[src/rtl/uart_pkt_pkg.sv]
// uart_pkt_pkg: definitions shared by the host-side packet sender and the
// far-side command FSM (frame header, command codes, FSM encoding, checksum).
package uart_pkt_pkg;

    // Header byte that opens every frame
    localparam logic [7:0] SYNC_BYTE = 8'h55;

    // Command codes understood by the far-side command FSM
    localparam logic [7:0] CMD_WRITE = 8'h01;

    // Sender FSM state encoding
    typedef enum logic [1:0] {
        ST_IDLE      = 2'd0,
        ST_LOAD      = 2'd1,
        ST_WAIT_DONE = 2'd2,
        ST_RESP      = 2'd3
    } state_e;

    // Frame checksum: 8-bit sum of command and data, carry discarded
    function automatic logic [7:0] chksum8(input logic [7:0] cmd, input logic [7:0] data);
        logic [7:0] sum;
        sum = cmd + data;
        return sum;
    endfunction

endpackage

[src/rtl/uart_pkt_sender_if.sv]
// uart_pkt_sender_if: request handshake, byte-engine and response signals
// of the packet sender. 'master' is the sender's view, 'slave' is the view
// of the surrounding logic (request source, tx/rx byte engines).
interface uart_pkt_sender_if;

    logic       req_valid;
    logic       req_ready;
    logic [7:0] req_cmd;
    logic [7:0] req_data;

    logic [7:0] tx_data;
    logic       tx_start;
    logic       tx_busy;
    logic       tx_done;

    logic [7:0] rx_data;
    logic       rx_done;

    logic       pkt_done;
    logic       resp_valid;
    logic [7:0] resp_data;
    logic       resp_timeout;

    modport master (
        input  req_valid, req_cmd, req_data,
        input  tx_busy, tx_done,
        input  rx_data, rx_done,
        output req_ready,
        output tx_data, tx_start,
        output pkt_done, resp_valid, resp_data, resp_timeout
    );

    modport slave (
        output req_valid, req_cmd, req_data,
        output tx_busy, tx_done,
        output rx_data, rx_done,
        input  req_ready,
        input  tx_data, tx_start,
        input  pkt_done, resp_valid, resp_data, resp_timeout
    );

endinterface

[src/rtl/uart_pkt_timeout.sv]
// uart_pkt_timeout: response wait timer. Held at zero while clr_i is high,
// counts while en_i is high, and flags expired_o in the cycle the count
// reaches CYCLES-1. The count saturates there; the owner leaves its wait
// state on expiry, so expired_o is seen as a single-cycle pulse.
module uart_pkt_timeout #(
    parameter int unsigned CYCLES = 100000
) (
    input  logic clk,
    input  logic rst_n,
    input  logic clr_i,
    input  logic en_i,
    output logic expired_o
);

    localparam int unsigned CW = (CYCLES > 2) ? $clog2(CYCLES) : 1;
    localparam logic [CW-1:0] LAST = CW'(CYCLES - 1);

    logic [CW-1:0] cnt_q;
    logic [CW-1:0] cnt_d;

    // Next count: clear wins, otherwise advance until the last value
    always_comb begin
        cnt_d = cnt_q;
        if (clr_i) begin
            cnt_d = '0;
        end else if (en_i && (cnt_q != LAST)) begin
            cnt_d = cnt_q + 1'b1;
        end
    end

    // Counter register
    always_ff @(posedge clk or negedge rst_n) begin
        if (!rst_n) begin
            cnt_q <= '0;
        end else begin
            cnt_q <= cnt_d;
        end
    end

    assign expired_o = en_i && !clr_i && (cnt_q == LAST);

endmodule

[src/rtl/uart_pkt_sender.sv]
// uart_pkt_sender: serialises {SYNC, CMD, DATA, CHKSUM} through the byte
// UART transmitter and, when UART_PKT_RESP_WAIT_EN is defined, waits for a
// single response byte with a timeout. Without UART_PKT_RESP_WAIT_EN the
// response outputs are tied to zero and rx_data/rx_done are unused.
module uart_pkt_sender #(
    parameter logic [7:0]  SYNC_BYTE           = uart_pkt_pkg::SYNC_BYTE,
    parameter int unsigned RESP_TIMEOUT_CYCLES = 100000
) (
    input  logic              clk,
    input  logic              rst_n,
    uart_pkt_sender_if.master bus
);

    import uart_pkt_pkg::*;

    state_e     state_q;
    logic [1:0] idx_q;
    logic [7:0] cmd_q;
    logic [7:0] data_q;
    logic [7:0] chk_q;
    logic       req_ready_q;
    logic       tx_start_q;
    logic [7:0] tx_data_q;
    logic       pkt_done_q;
    logic [7:0] tx_byte_d;

`ifdef UART_PKT_RESP_WAIT_EN
    logic       resp_valid_q;
    logic       resp_timeout_q;
    logic [7:0] resp_data_q;
    logic       tmr_clr;
    logic       tmr_en;
    logic       tmr_expired;

    // Timer runs only while in RESP and restarts from zero on every entry
    assign tmr_clr = (state_q != ST_RESP);
    assign tmr_en  = (state_q == ST_RESP);

    uart_pkt_timeout #(
        .CYCLES (RESP_TIMEOUT_CYCLES)
    ) u_timeout (
        .clk       (clk),
        .rst_n     (rst_n),
        .clr_i     (tmr_clr),
        .en_i      (tmr_en),
        .expired_o (tmr_expired)
    );
`endif

    // Frame byte selected by the current index
    always_comb begin
        tx_byte_d = chk_q;
        case (idx_q)
            2'd0:    tx_byte_d = SYNC_BYTE;
            2'd1:    tx_byte_d = cmd_q;
            2'd2:    tx_byte_d = data_q;
            default: tx_byte_d = chk_q;
        endcase
    end

    // Packet FSM with registered outputs; pulse outputs default low each cycle
    always_ff @(posedge clk or negedge rst_n) begin
        if (!rst_n) begin
            state_q     <= ST_IDLE;
            idx_q       <= '0;
            cmd_q       <= '0;
            data_q      <= '0;
            chk_q       <= '0;
            req_ready_q <= 1'b0;
            tx_start_q  <= 1'b0;
            tx_data_q   <= '0;
            pkt_done_q  <= 1'b0;
`ifdef UART_PKT_RESP_WAIT_EN
            resp_valid_q   <= 1'b0;
            resp_timeout_q <= 1'b0;
            resp_data_q    <= '0;
`endif
        end else begin
            tx_start_q  <= 1'b0;
            pkt_done_q  <= 1'b0;
            req_ready_q <= 1'b0;
`ifdef UART_PKT_RESP_WAIT_EN
            resp_valid_q   <= 1'b0;
            resp_timeout_q <= 1'b0;
`endif
            case (state_q)
                ST_IDLE: begin
                    // Ready is registered, so it rises one cycle into IDLE
                    if (bus.req_valid && req_ready_q) begin
                        cmd_q   <= bus.req_cmd;
                        data_q  <= bus.req_data;
                        chk_q   <= chksum8(bus.req_cmd, bus.req_data);
                        idx_q   <= '0;
                        state_q <= ST_LOAD;
                    end else begin
                        req_ready_q <= 1'b1;
                    end
                end
                ST_LOAD: begin
                    if (!bus.tx_busy) begin
                        tx_data_q  <= tx_byte_d;
                        tx_start_q <= 1'b1;
                        state_q    <= ST_WAIT_DONE;
                    end
                end
                ST_WAIT_DONE: begin
                    if (bus.tx_done) begin
                        if (idx_q != 2'd3) begin
                            idx_q   <= idx_q + 2'd1;
                            state_q <= ST_LOAD;
                        end else begin
                            pkt_done_q <= 1'b1;
`ifdef UART_PKT_RESP_WAIT_EN
                            state_q    <= ST_RESP;
`else
                            state_q    <= ST_IDLE;
`endif
                        end
                    end
                end
`ifdef UART_PKT_RESP_WAIT_EN
                ST_RESP: begin
                    // A byte arriving on the expiry cycle still counts as a response
                    if (bus.rx_done) begin
                        resp_data_q  <= bus.rx_data;
                        resp_valid_q <= 1'b1;
                        state_q      <= ST_IDLE;
                    end else if (tmr_expired) begin
                        resp_timeout_q <= 1'b1;
                        state_q        <= ST_IDLE;
                    end
                end
`endif
                default: begin
                    state_q <= ST_IDLE;
                end
            endcase
        end
    end

    assign bus.req_ready = req_ready_q;
    assign bus.tx_start  = tx_start_q;
    assign bus.tx_data   = tx_data_q;
    assign bus.pkt_done  = pkt_done_q;

`ifdef UART_PKT_RESP_WAIT_EN
    assign bus.resp_valid   = resp_valid_q;
    assign bus.resp_data    = resp_data_q;
    assign bus.resp_timeout = resp_timeout_q;
`else
    logic unused_resp_inputs;
    assign unused_resp_inputs = ^{bus.rx_data, bus.rx_done, RESP_TIMEOUT_CYCLES[0]};

    assign bus.resp_valid   = 1'b0;
    assign bus.resp_data    = '0;
    assign bus.resp_timeout = 1'b0;
`endif

endmodule

[src/flat_wrapper.sv]
// flat-port wrapper written by rule: the top's interface ports become plain ports
module uart_pkt_sender_flat import uart_pkt_pkg::*;
#(
    parameter logic [7:0]  SYNC_BYTE           = uart_pkt_pkg::SYNC_BYTE,
    parameter int unsigned RESP_TIMEOUT_CYCLES = 100000
)
  (clk, rst_n, bus_req_valid, bus_req_cmd, bus_req_data, bus_tx_busy, bus_tx_done, bus_rx_data, bus_rx_done, bus_req_ready, bus_tx_data, bus_tx_start, bus_pkt_done, bus_resp_valid, bus_resp_data, bus_resp_timeout);
  uart_pkt_sender_if bus_i ();
  input  logic clk;
  input  logic rst_n;
  input wire logic [$bits(bus_i.req_valid)-1:0] bus_req_valid;
  input wire logic [$bits(bus_i.req_cmd)-1:0] bus_req_cmd;
  input wire logic [$bits(bus_i.req_data)-1:0] bus_req_data;
  input wire logic [$bits(bus_i.tx_busy)-1:0] bus_tx_busy;
  input wire logic [$bits(bus_i.tx_done)-1:0] bus_tx_done;
  input wire logic [$bits(bus_i.rx_data)-1:0] bus_rx_data;
  input wire logic [$bits(bus_i.rx_done)-1:0] bus_rx_done;
  output wire logic [$bits(bus_i.req_ready)-1:0] bus_req_ready;
  output wire logic [$bits(bus_i.tx_data)-1:0] bus_tx_data;
  output wire logic [$bits(bus_i.tx_start)-1:0] bus_tx_start;
  output wire logic [$bits(bus_i.pkt_done)-1:0] bus_pkt_done;
  output wire logic [$bits(bus_i.resp_valid)-1:0] bus_resp_valid;
  output wire logic [$bits(bus_i.resp_data)-1:0] bus_resp_data;
  output wire logic [$bits(bus_i.resp_timeout)-1:0] bus_resp_timeout;
  assign bus_i.req_valid = bus_req_valid;
  assign bus_i.req_cmd = bus_req_cmd;
  assign bus_i.req_data = bus_req_data;
  assign bus_i.tx_busy = bus_tx_busy;
  assign bus_i.tx_done = bus_tx_done;
  assign bus_i.rx_data = bus_rx_data;
  assign bus_i.rx_done = bus_rx_done;
  assign bus_req_ready = bus_i.req_ready;
  assign bus_tx_data = bus_i.tx_data;
  assign bus_tx_start = bus_i.tx_start;
  assign bus_pkt_done = bus_i.pkt_done;
  assign bus_resp_valid = bus_i.resp_valid;
  assign bus_resp_data = bus_i.resp_data;
  assign bus_resp_timeout = bus_i.resp_timeout;
  uart_pkt_sender #(.SYNC_BYTE(SYNC_BYTE), .RESP_TIMEOUT_CYCLES(RESP_TIMEOUT_CYCLES)) u_core (.clk(clk), .rst_n(rst_n), .bus(bus_i));
endmodule
[config.mk]
export PLATFORM = sky130hd
export DESIGN_NAME = uart_pkt_sender_flat
export DESIGN_NICKNAME = d
export VERILOG_FILES = /design/src/rtl/uart_pkt_pkg.sv /design/src/rtl/uart_pkt_sender_if.sv /design/src/rtl/uart_pkt_timeout.sv /design/src/rtl/uart_pkt_sender.sv /design/src/flat_wrapper.sv
export SDC_FILE = /design/constraint.sdc
export NUM_CORES = 1
export LEC_CHECK = 0
export ABC_AREA = 0
export BUFFER_PORTS_ARGS = -buffer_cell sky130_fd_sc_hd__buf_2
export CAP_MARGIN = 25
export CELL_PAD_IN_SITES_DETAIL_PLACEMENT = 2
export CELL_PAD_IN_SITES_GLOBAL_PLACEMENT = 2
export CORE_ASPECT_RATIO = 0.7
export CORE_MARGIN = 3
export CORE_UTILIZATION = 34
export DETAILED_ROUTE_END_ITERATION = 16
export PLACE_DENSITY_LB_ADDON = 0.1
export SLEW_MARGIN = 20
export SYNTH_ARGS = -nofsm -noshare
export SYNTH_HDL_FRONTEND = slang
export SYNTH_SLANG_ARGS = --single-unit
export TNS_END_PERCENT = 5
[constraint.sdc]
create_clock -name clk -period 2.9 [get_ports clk]
set_input_delay 0.58 -clock clk [delete_from_list [all_inputs] [get_ports clk]]
set_output_delay 0.58 -clock clk [all_outputs]
set_load 0.01 [all_outputs]
## Word-level counts from Yosys, hierarchy flattened

Index checks and enable logic that the tools add are counted.

| storage, ports and cells | value |
|---|---|
| bits of input ports | 30 |
| flip-flop bits (word level) | 39 |

| cells by class | value |
|---|---|
| bitwise operators | 1 |
| muxes and demuxes | 17 |
| $add $sub $neg | 2 |
| reductions and logical operators | 8 |
| equality and inequality tests | 9 |

Operator list:

| cell | count |
|---|---|
| $pmux 8 s3 | 1 |
| $mux 2 | 6 |
| $add 8x8->8 | 1 |
| $mux 1 | 8 |
| $ne 2x2->1 const B | 3 |
| $pmux 2 s3 | 1 |
| $eq 2x1->1 const B | 2 |
| $eq 2x2->1 const B | 2 |
| $logic_not 2->1 | 2 |
| $ne 2x1->1 const B | 2 |
| $pmux 2 s2 | 1 |
| $reduce_and 2->1 | 2 |
| $reduce_and 4->1 | 1 |
| $reduce_and 3->1 | 1 |
| $add 2x1->2 const B | 1 |
| $reduce_bool 2->1 | 1 |
| $logic_and 1x1->1 | 1 |
| $not 1->1 | 1 |

## Logic depth before layout (Yosys ltp)

Gate-level depths: netlist of the first run.

| logic depth | value |
|---|---|
| depth in word-level cells | 4 |
| mapped depth | 7 |
| gate-level depth less buffers | 7 |

## Worst setup path before layout of the first run

Ideal clock, no wire load.

| timing | value |
|---|---|
| path type | input to register |
| from | in bus_req_data[0] |
| to | reg u_core.chk_q[6] |
| arrival | 1.872 ns |
| required time | 2.831 ns |
| stages | 7 |
| library setup time | 0.069 ns |
| path slack | 0.960 ns |
| path through | ha_1 inv_1 fa_1 nor2b_1 o31a_1 or4_1 nand3_1 |

| between the ends | value |
|---|---|
| cells in the longest elaborated chain, start to end | 1 |

RTL lines:

| element | RTL line | source |
|---|---|---|
| from (decl) | flat_wrapper.sv:13 | `input wire logic [$bits(bus_i.req_data)-1:0] bus_req_data;` |
| $add 8x8->8 | uart_pkt_pkg.sv:22 | `sum = cmd + data;` |
| to (signal assigned) | uart_pkt_sender.sv:92 | `chk_q <= chksum8(bus.req_cmd, bus.req_data);` |
| to (decl) | uart_pkt_sender.sv:20 | `logic [7:0] chk_q;` |

Every way passes these cells.
A chain may end at the register's enable or synchronous reset.

## Final worst setup path of the first run

Ends and elaborated chain as after synthesis.

==> results.toml, run 1 <==
[floorplanning]
start_util_pct = 36.0
coreArea_um2 = 5840
dieHeight_um = 71.8
die_x_um = 100
num_rows = 23
dieArea_um2 = 7190
ios = 51

[synth]
synth-seq-cells = 39
async_flop_share_pct = 100
synth_edf_count = 0
synth_cell_type_count = 44
synth_area_um2 = 2100
yosysSeqAreaShare_pct = 46.4
synth_cells = 236
yosysTopAreaCellShare_pct = 46.4
synth_top_area_cell = "dfrtp_1"
ys_dominant_reg_cell = "dfrtp_1"
synth.area.top_cells = "dfrtp_1 (46%), nand2_1 (11%), ha_1 (7.1%), buf_4 (3.6%), o21ai_0 (3.1%)"
avgSynthCellArea_um2 = 8.92
synth_warnings = 0

[detailed_routing]
drc = 0
dr.first_iter.drc_count = 50
post_drt_wl_per_cell_um = 16.7
first_pass_iters = 4
via_count = 1746
drt.antenna.violating_nets = 0
routed_wl_um = 5690
vias_per_cell = 5.12

[timing]
fin_hold_ws_ps = 120
final_hold_viol_count = 0
worst_slew_pin_slew_ps = 562
finalCriticalPeriod_ps = 1950
grt_setup_unrepaired = "false"
relSlewSlack_pct = 62.6
max_freq_mhz = 513
skew_ps = 10.1
post-route-period-util_pct = 67.3
slew_violations = 0
setup_viol = 0
setup_tns_ps = 0

[setup_path]
worstRegToRegCells = 6
worst-endpoint-required_ps = 3130
worstPathArrival_ps = 2190
critPathLaunchType = "primary input"
r2r-end = "u_core.bus.tx_data[2]"
rr_startpoint = "u_core.idx_q[0]"
crit_path_end_kind = "flip-flop"
rrSetupSlack_ps = 1180
path_max_fanout = 3
crit_type = "primary input to flip-flop"

[cts]
cts_resized = 0
insertion_delay_ps = 300
cts_buffer_depth = 2
cts_buffers = 5
holdBufCountCts = 0
clockRootBuffer = "clkbuf_8"
cts_tree = "yes"
h-tree-depth = 2
clk_pin_slew_ps = 90
post-cts-setup-buffers = 0
cts.sinks = 39

[power]
powerDensity_nw_per_um2 = 883
peakVddDrop_mv = 0.264
total_leakage_power_nw = 1.22

[worst_hold_path]
hold_class = "primary input to async pin"

[cells_and_area]
area_growth_pct = 14.8
layout-drive-gt1-share_pct = 18.0
fin_nets = 308
fin_util_pct = 41.4
fin_cells = 341
antenna_cells = 0

[grt]
grt_overflow = 0
grt_pass1_vias = 1854
antenna_found_initial = 0
grtUsageTotal_pct = 17.2
grt_pass1_wl_um = 9650
grt_max_degree = 40

[place]
hpwl_um = 4160
gp_congestion = 0.696
numPortBuffers = 31
placedCellCount = 332

[job]
maxCapViolations = 0

[status]
status = "finished, final reports clean"
-- worst max-delay path by stage --
stage,from,depth (start not counted),endpoint,slack [ps]
2_1_floorplan,bus_req_data[0],7,u_core.chk_q[6],960
3_3_place_gp,bus_req_data[0],8,u_core.chk_q[6],720
3_5_place_dp,bus_req_data[0],8,u_core.chk_q[6],640
4_1_cts,bus_req_data[0],8,u_core.chk_q[6],950
5_1_grt,bus_req_data[1],6,u_core.chk_q[7],840
6_report,bus_req_data[0],8,u_core.chk_q[6],950
-- where the power goes --
group	leakage (nW)	internal, W	switching, W
sequential	0.496	0.000775	0.000160
clock	0.0581	0.000257	0.000216
combinational	0.669	0.000288	0.000437
total	1.22	0.00132	0.000814
-- cells by family (layout without fill, tap and decap cells) --
| group | Yosys count | count (layout) | share of synthesized area (%) |
|---|---|---|---|
| buffers and inverters | 32 | 53 | 8.08 |
| adder cells (fa/ha/maj) | 13 | 13 | 8.09 |
| multiplexers | 2 | 2 | 1.01 |
| AO/OA/AOI/OAI | 53 | 53 | 16.4 |
| flip-flops | 39 | 39 | 46.4 |
| other | 1 | 10 | 0.178 |
| XOR/XNOR | 2 | 2 | 0.832 |
| AND/OR/NAND/NOR | 94 | 94 | 19.0 |
-- cell usage after synthesis (all sizes together), types with 2 or more instances --
cell type and n:
nand2 64, dfrtp 39, o21ai 18, buf 16
nor2 13, ha 12, a21oi 10, inv 10
a211oi 6, clkbuf 6, a221oi 4, a22oi 4
nor3 4, nand2b 3, a21o 2, nand3 2
o21bai 2, xor2 2
-- cell usage in the layout, fill, tap and decap left out, drive strengths merged, types with 2 or more instances in the layout --
master,Yosys,routed
a211oi,6,6
a21o,2,2
a21oi,10,10
a221oi,4,4
a22oi,4,4
buf,16,35
clkbuf,6,5
clkinv,0,2
conb,1,10
dfrtp,39,39
ha,12,12
inv,10,10
nand2,64,64
nand2b,3,3
nand3,2,2
nor2,13,13
nor3,4,4
o21ai,18,18
o21bai,2,2
xor2,2,2
-- per-stage QoR --
step / setup WS (ps) / area (um2) / total power [W]
after floorplan: 960 / 2140 / 0.00141
after global placement: 722 / 2280 / 0.00165
after detailed placement: 640 / 2280 / 0.00169
after CTS: 950 / 2400 / 0.00218
after global routing: 838 / 2420 / 0.00234
final: 949 / 2420 / 0.00213
-- final cells by class --
type	count	area, um2
Inverter	10	37.5
Clock buffer	5	68.8
Sequential cell	39	976
Fill cell	699	3430
Timing Repair Buffer	35	198
Multi-Input combinational cell	174	998
Tap cell	75	93.8
Clock inverter	3	43.8
-- worst max-delay path, cell delays in order --
cell	delay, ps
buf_2	110
ha_1	230
inv_1	90
fa_1	220
nor2b_1	80
o31a_1	290
or4_1	480
nand3_1	90
-- flip-flops by register name (all words and copies together), names as in the netlist --
register,count
u_core.chk_q,8
u_core.bus.tx_data,8
u_core.idx_q,2
u_core.bus.pkt_done,1
u_core.data_q,8
u_core.bus.req_ready,1
u_core.cmd_q,8
u_core.bus.tx_start,1
u_core.state_q,2
-- routing by layer --
layer | up-vias | global-route usage (%) | part of all wire (%)
met5 | - | 0 | 0
met1 | 874 | 24.4 | 50
met2 | 33 | 27.7 | 46
met3 | 4 | 3.50 | 4.0
li1 | 835 | - | -
met4 | 0 | 3.14 | 0.60
Note: power is estimated with default switching activity, not from simulation.
==> run 2, diff against run 1 <==
CORE_UTILIZATION = 31   (was 34)
clock period = 1.95 ns   (was 2.9 ns; I/O delays follow)
==> results.toml, run 2 (synthesis gave the netlist of run 1 again) <==
[cts]
insertion_delay_ps = 290
post-cts-setup-buffers = 0
holdBufCountCts = 0
cts_resized = 0
clk_pin_slew_ps = 90
cts_tree = "yes"
clockRootBuffer = "clkbuf_8"
cts_buffers = 5
h-tree-depth = 2
cts.sinks = 39
cts_buffer_depth = 2

[timing]
relSlewSlack_pct = 63.9
max_freq_mhz = 587
setup_tns_ps = 0
finalCriticalPeriod_ps = 1700
post-route-period-util_pct = 87.4
worst_slew_pin_slew_ps = 542
skew_ps = 9.09
grt_setup_unrepaired = "false"
slew_violations = 0
final_hold_viol_count = 0
setup_viol = 0

[power]
peakVddDrop_mv = 0.389
powerDensity_nw_per_um2 = 1280
total_power_w = 0.00320
total_leakage_power_nw = 1.26

[detailed_routing]
post_drt_wl_per_cell_um = 15.9
drt.antenna.violating_nets = 0
drc = 0
highest_layer = "met4"
wl_met2_um = 2570
dr_wl_met3_um = 223
vias_per_cell = 4.84
wl_met1_um = 2910
dr.first_iter.drc_count = 33
via_count = 1756
routed_wl_um = 5770
first_pass_iters = 4

[job]
maxCapViolations = 0

[setup_path]
rrSetupSlack_ps = 250
path_max_fanout = 8
cpPeakStageDelay_ps = 450
rr_startpoint = "u_core.idx_q[0]"
crit_path_top_delay_cell = "dfrtp_1"
worst-endpoint-required_ps = 2110
path_cells = "inv_1 > ha_1 > a221oi_1 > nor2_1 > a21oi_1 > o21ai_1"
crit_type = "flip-flop to flip-flop"
crit_path_end_kind = "flip-flop"
worstRegToRegCells = 6
worstPathArrival_ps = 1860
critPathLaunchType = "flip-flop"
r2r-end = "u_core.bus.tx_data[4]"

[place]
gp_congestion = 0.705
placedCellCount = 355
hpwl_um = 4250
numPortBuffers = 31
post_dp_cell_area_um2 = 2380

[cells_and_area]
area_growth_pct = 18.7
fin_util_pct = 39.1
fin_cells = 363
layout-drive-gt1-share_pct = 19.9
layout_commonest_cell = "nand2_1"
final_cell_mix = "nand2_1 (64), dfrtp_1 (39), buf_2 (31)"
antenna_cells = 0
final_area_um2 = 2500
fillers = 733
fin_nets = 314

[grt]
grt_pass1_vias = 1760
grtUsageTotal_pct = 15.6
grt_pass1_wl_um = 9450
grt_max_degree = 29
antenna_found_initial = 0
grt_overflow = 0

[floorplanning]
start_util_pct = 32.9
num_rows = 24
die_x_um = 104
ios = 51
dieHeight_um = 74.9
coreArea_um2 = 6400
dieArea_um2 = 7830

[worst_hold_path]
hold_class = "primary input to async pin"

[status]
status = "finished, final reports clean"
[run 2: cell count changes in the layout (fill, tap and decap cells not counted), sizes merged]
cell	delta
buf	+6
clkbuf	+1
clkinv	-1
[run 2: layer usage]
layer,up-vias,GRT usage [%]
met5,-,0
met4,0,3.98
met3,8,3.43
met2,35,25.1
met1,862,21.7
li1,851,-
[run 2: how the worst max path moves through the flow]
stage | start | to | slack, ps | depth (start not counted)
finish | u_core.idx_q[0] | u_core.bus.tx_data[4] | 250 | 6
global route | u_core.idx_q[0] | u_core.bus.tx_data[4] | 30 | 6
CTS | u_core.idx_q[0] | u_core.bus.tx_data[4] | 190 | 6
detailed placement | bus_req_data[0] | u_core.chk_q[6] | -30 | 8
global placement | bus_req_data[0] | u_core.chk_q[6] | 30 | 8
floorplan | bus_req_data[0] | u_core.chk_q[6] | 200 | 7
[run 2: worst max-delay path, delay by kind of cell (launching register included)]
kind,cells,cell delay [ps]
and+or+nand+nor,1,70
AOI/OAI and AO/OA,3,590
DFF,1,450
buffers and inverters,1,90
adders and majority gates,1,360
[run 2: final cells by class]
class | count | area, um2 | area share (%)
Clock buffer | 6 | 82.6 | 3.30
Clock inverter | 2 | 35.0 | 1.40
Inverter | 10 | 37.5 | 1.50
Multi-Input combinational cell | 174 | 998 | 40.0
Sequential cell | 39 | 976 | 39.1
Tap cell | 91 | 114 | 4.56
Timing Repair Buffer | 41 | 255 | 10.2
[run 2: metrics by stage]
step / worst slack [ps] / hold WS, ps
2_1_floorplan: 200 / 94.4
3_3_place_gp: 25.6 / 380
3_5_place_dp: -32.9 / 373
4_1_cts: 194 / 52.9
5_1_grt: 33.0 / 70.9
6_report: 246 / 42.0
[run 2: report_power, final]
group	switching (W)	internal (W)
combinational	0.000637	0.000450
sequential	0.000238	0.00115
clock	0.000308	0.000415
==> run 3, diff against run 2 <==
ABC_AREA = 1   (was 0)
CORE_UTILIZATION = 30   (was 31)
==> results.toml, run 3 <==
[status]
status = "finished, final reports clean"

[timing]
final_hold_viol_count = 0
finalCriticalPeriod_ps = 1580
post-route-period-util_pct = 80.9
slew_violations = 0
max_freq_mhz = 634
skew_ps = 8.56
grt_setup_unrepaired = "false"
setup_tns_ps = 0
worst_slew_pin_slew_ps = 516
setup_viol = 0
relSlewSlack_pct = 65.6

[synth]
synth-seq-cells = 39
yosysSeqAreaShare_pct = 45.7
async_flop_share_pct = 100
synth_compound_gate_area_share_pct = 10.8
yosys.area_share.xor_xnor_pct = 0.820
synth_top_family_by_area = "simple AND/OR/NAND/NOR gates"
yosysTopAreaCellShare_pct = 45.7
avgSynthCellArea_um2 = 8.13
synth.area.top_cells = "dfrtp_1 (46%), nand2_1 (16%), ha_1 (7.0%), o21ai_0 (6.3%), inv_1 (4.4%)"
ys_top_cells_by_count = "nand2_1 (89), dfrtp_1 (39), o21ai_0 (27)"
synth_cell_type_count = 27
synth_top_area_cell = "dfrtp_1"
synth_most_common_cell = "nand2_1"
synth_warnings = 0
ys_dominant_reg_cell = "dfrtp_1"
synthMuxAreaShare_pct = 0
synth_cells = 263
synth_area_um2 = 2140
synthSimpleGateAreaFrac_pct = 23.8
synth_adder_area_share_pct = 7.96
synth_edf_count = 0

[power]
peakVddDrop_mv = 0.444
powerDensity_nw_per_um2 = 1370
total_leakage_power_nw = 1.28

[setup_path]
path_max_fanout = 8
worst-endpoint-required_ps = 2170
r2r-end = "u_core.bus.tx_data[5]"
cp-endpoint = "u_core.bus.tx_data[5]"
crit_type = "flip-flop to flip-flop"
cp-startpoint = "u_core.idx_q[0]"
rr_startpoint = "u_core.idx_q[0]"
worstRegToRegCells = 6
critPathLaunchType = "flip-flop"
rrSetupSlack_ps = 370
worstPathArrival_ps = 1800
crit_path_end_kind = "flip-flop"

[place]
numPortBuffers = 31
gp_congestion = 0.726
post_dp_cell_area_um2 = 2330
hpwl_um = 4430

[detailed_routing]
drt.antenna.violating_nets = 0
dr.first_iter.drc_count = 48
first_pass_iters = 4
post_drt_wl_per_cell_um = 14.7
routed_wl_um = 5750
vias_per_cell = 4.52
drc = 0
via_count = 1766

[cells_and_area]
regArea_um2 = 976
fin_util_pct = 35.8
layout-drive-gt1-share_pct = 17.8
antenna_cells = 0
multi_input_area_um2 = 965
fillers = 830
fin_nets = 339
final_cell_mix = "nand2_1 (89), dfrtp_1 (39), buf_2 (31)"
final_area_um2 = 2440
layout_commonest_cell = "nand2_1"
area_growth_pct = 14.3

[cts]
holdBufCountCts = 0
cts_buffer_depth = 2
post-cts-setup-buffers = 0
h-tree-depth = 2
cts_tree = "yes"
cts_resized = 0
clockRootBuffer = "clkbuf_8"
cts_buffers = 5
cts.sinks = 39
clk_pin_slew_ps = 90
insertion_delay_ps = 300

[floorplanning]
die_x_um = 107
ios = 51
start_util_pct = 31.3
coreArea_um2 = 6820
num_rows = 25
dieArea_um2 = 8190
dieHeight_um = 76.6

[grt]
grtUsageTotal_pct = 15.2
antenna_found_initial = 0
grt_max_degree = 40
grt_pass1_vias = 1857
grt_overflow = 0
grt_pass1_wl_um = 9630

[worst_hold_path]
hold_class = "primary input to async pin"

[job]
maxCapViolations = 0
-- run 3: changes by cell type after synthesis, moves of 4 or more --
cell	delta
nand2_1	+25
inv_1	+16
o21ai_0	+14
nand3_1	+7
a211oi_1	-5
a21oi_1	-4
a221oi_1	-4
a22oi_1	-4
clkbuf_1	-4
nor3_1	-4
-- run 3: cells by family after synthesis --
kind of cell,after synthesis
other cells,1
buf+inv,43
simple gates,122
flops,39
compound gates,43
xor+xnor,2
fa+ha+maj,13
-- run 3: power breakdown --
group	switching, W	total [W]	leakage, nW	internal (W)
combinational	0.000819	0.00126	0.735	0.000443
clock	0.000307	0.000689	0.0581	0.000381
sequential	0.000225	0.00140	0.492	0.00118
-- run 3: worst min path at each step --
| stage | cells past startpoint | end | slack, ps |
|---|---|---|---|
| after detailed placement | 2 | u_core.data_q[0] | 470 |
| after global routing | 2 | u_core.state_q[0] | 180 |
| after floorplan | 0 | u_core.bus.pkt_done | 90 |
| after global placement | 2 | u_core.data_q[4] | 450 |
| final | 2 | u_core.state_q[0] | 140 |
| after CTS | 2 | u_core.bus.tx_data[6] | 160 |
-- run 3: final cells by class --
cell class / instances / share of cell area (%)
Sequential cell: 39 / 40.0
Tap cell: 94 / 4.82
Clock buffer: 5 / 2.82
Inverter: 27 / 4.15
Clock inverter: 3 / 1.79
Multi-Input combinational cell: 190 / 39.5
Timing Repair Buffer: 33 / 6.97
-- run 3: routing by layer --
layer / share of wire [%] / global-route usage (%)
met2: 42 / 22.4
met3: 3.6 / 2.88
met1: 53 / 22.5
met4: 1.0 / 4.60
met5: 0 / 0
-- run 3: worst max-delay path, cell delays in order, from the launching register on --
cell	delay, ps
dfrtp_1	430
inv_1	140
ha_1	400
nand2_1	90
o21ai_0	140
o21ai_0	140
o21ai_0	160
-- run 3: metrics by stage --
step | total power [W] | hold slack [ps] | worst slack [ps] | instances
after floorplan | 0.00224 | 94.4 | 442 | 272
after global placement | 0.00264 | 454 | 159 | 383
after detailed placement | 0.00271 | 472 | 137 | 383
after CTS | 0.00343 | 158 | 350 | 391
after global routing | 0.00369 | 181 | 169 | 391
final | 0.00335 | 144 | 372 | 391
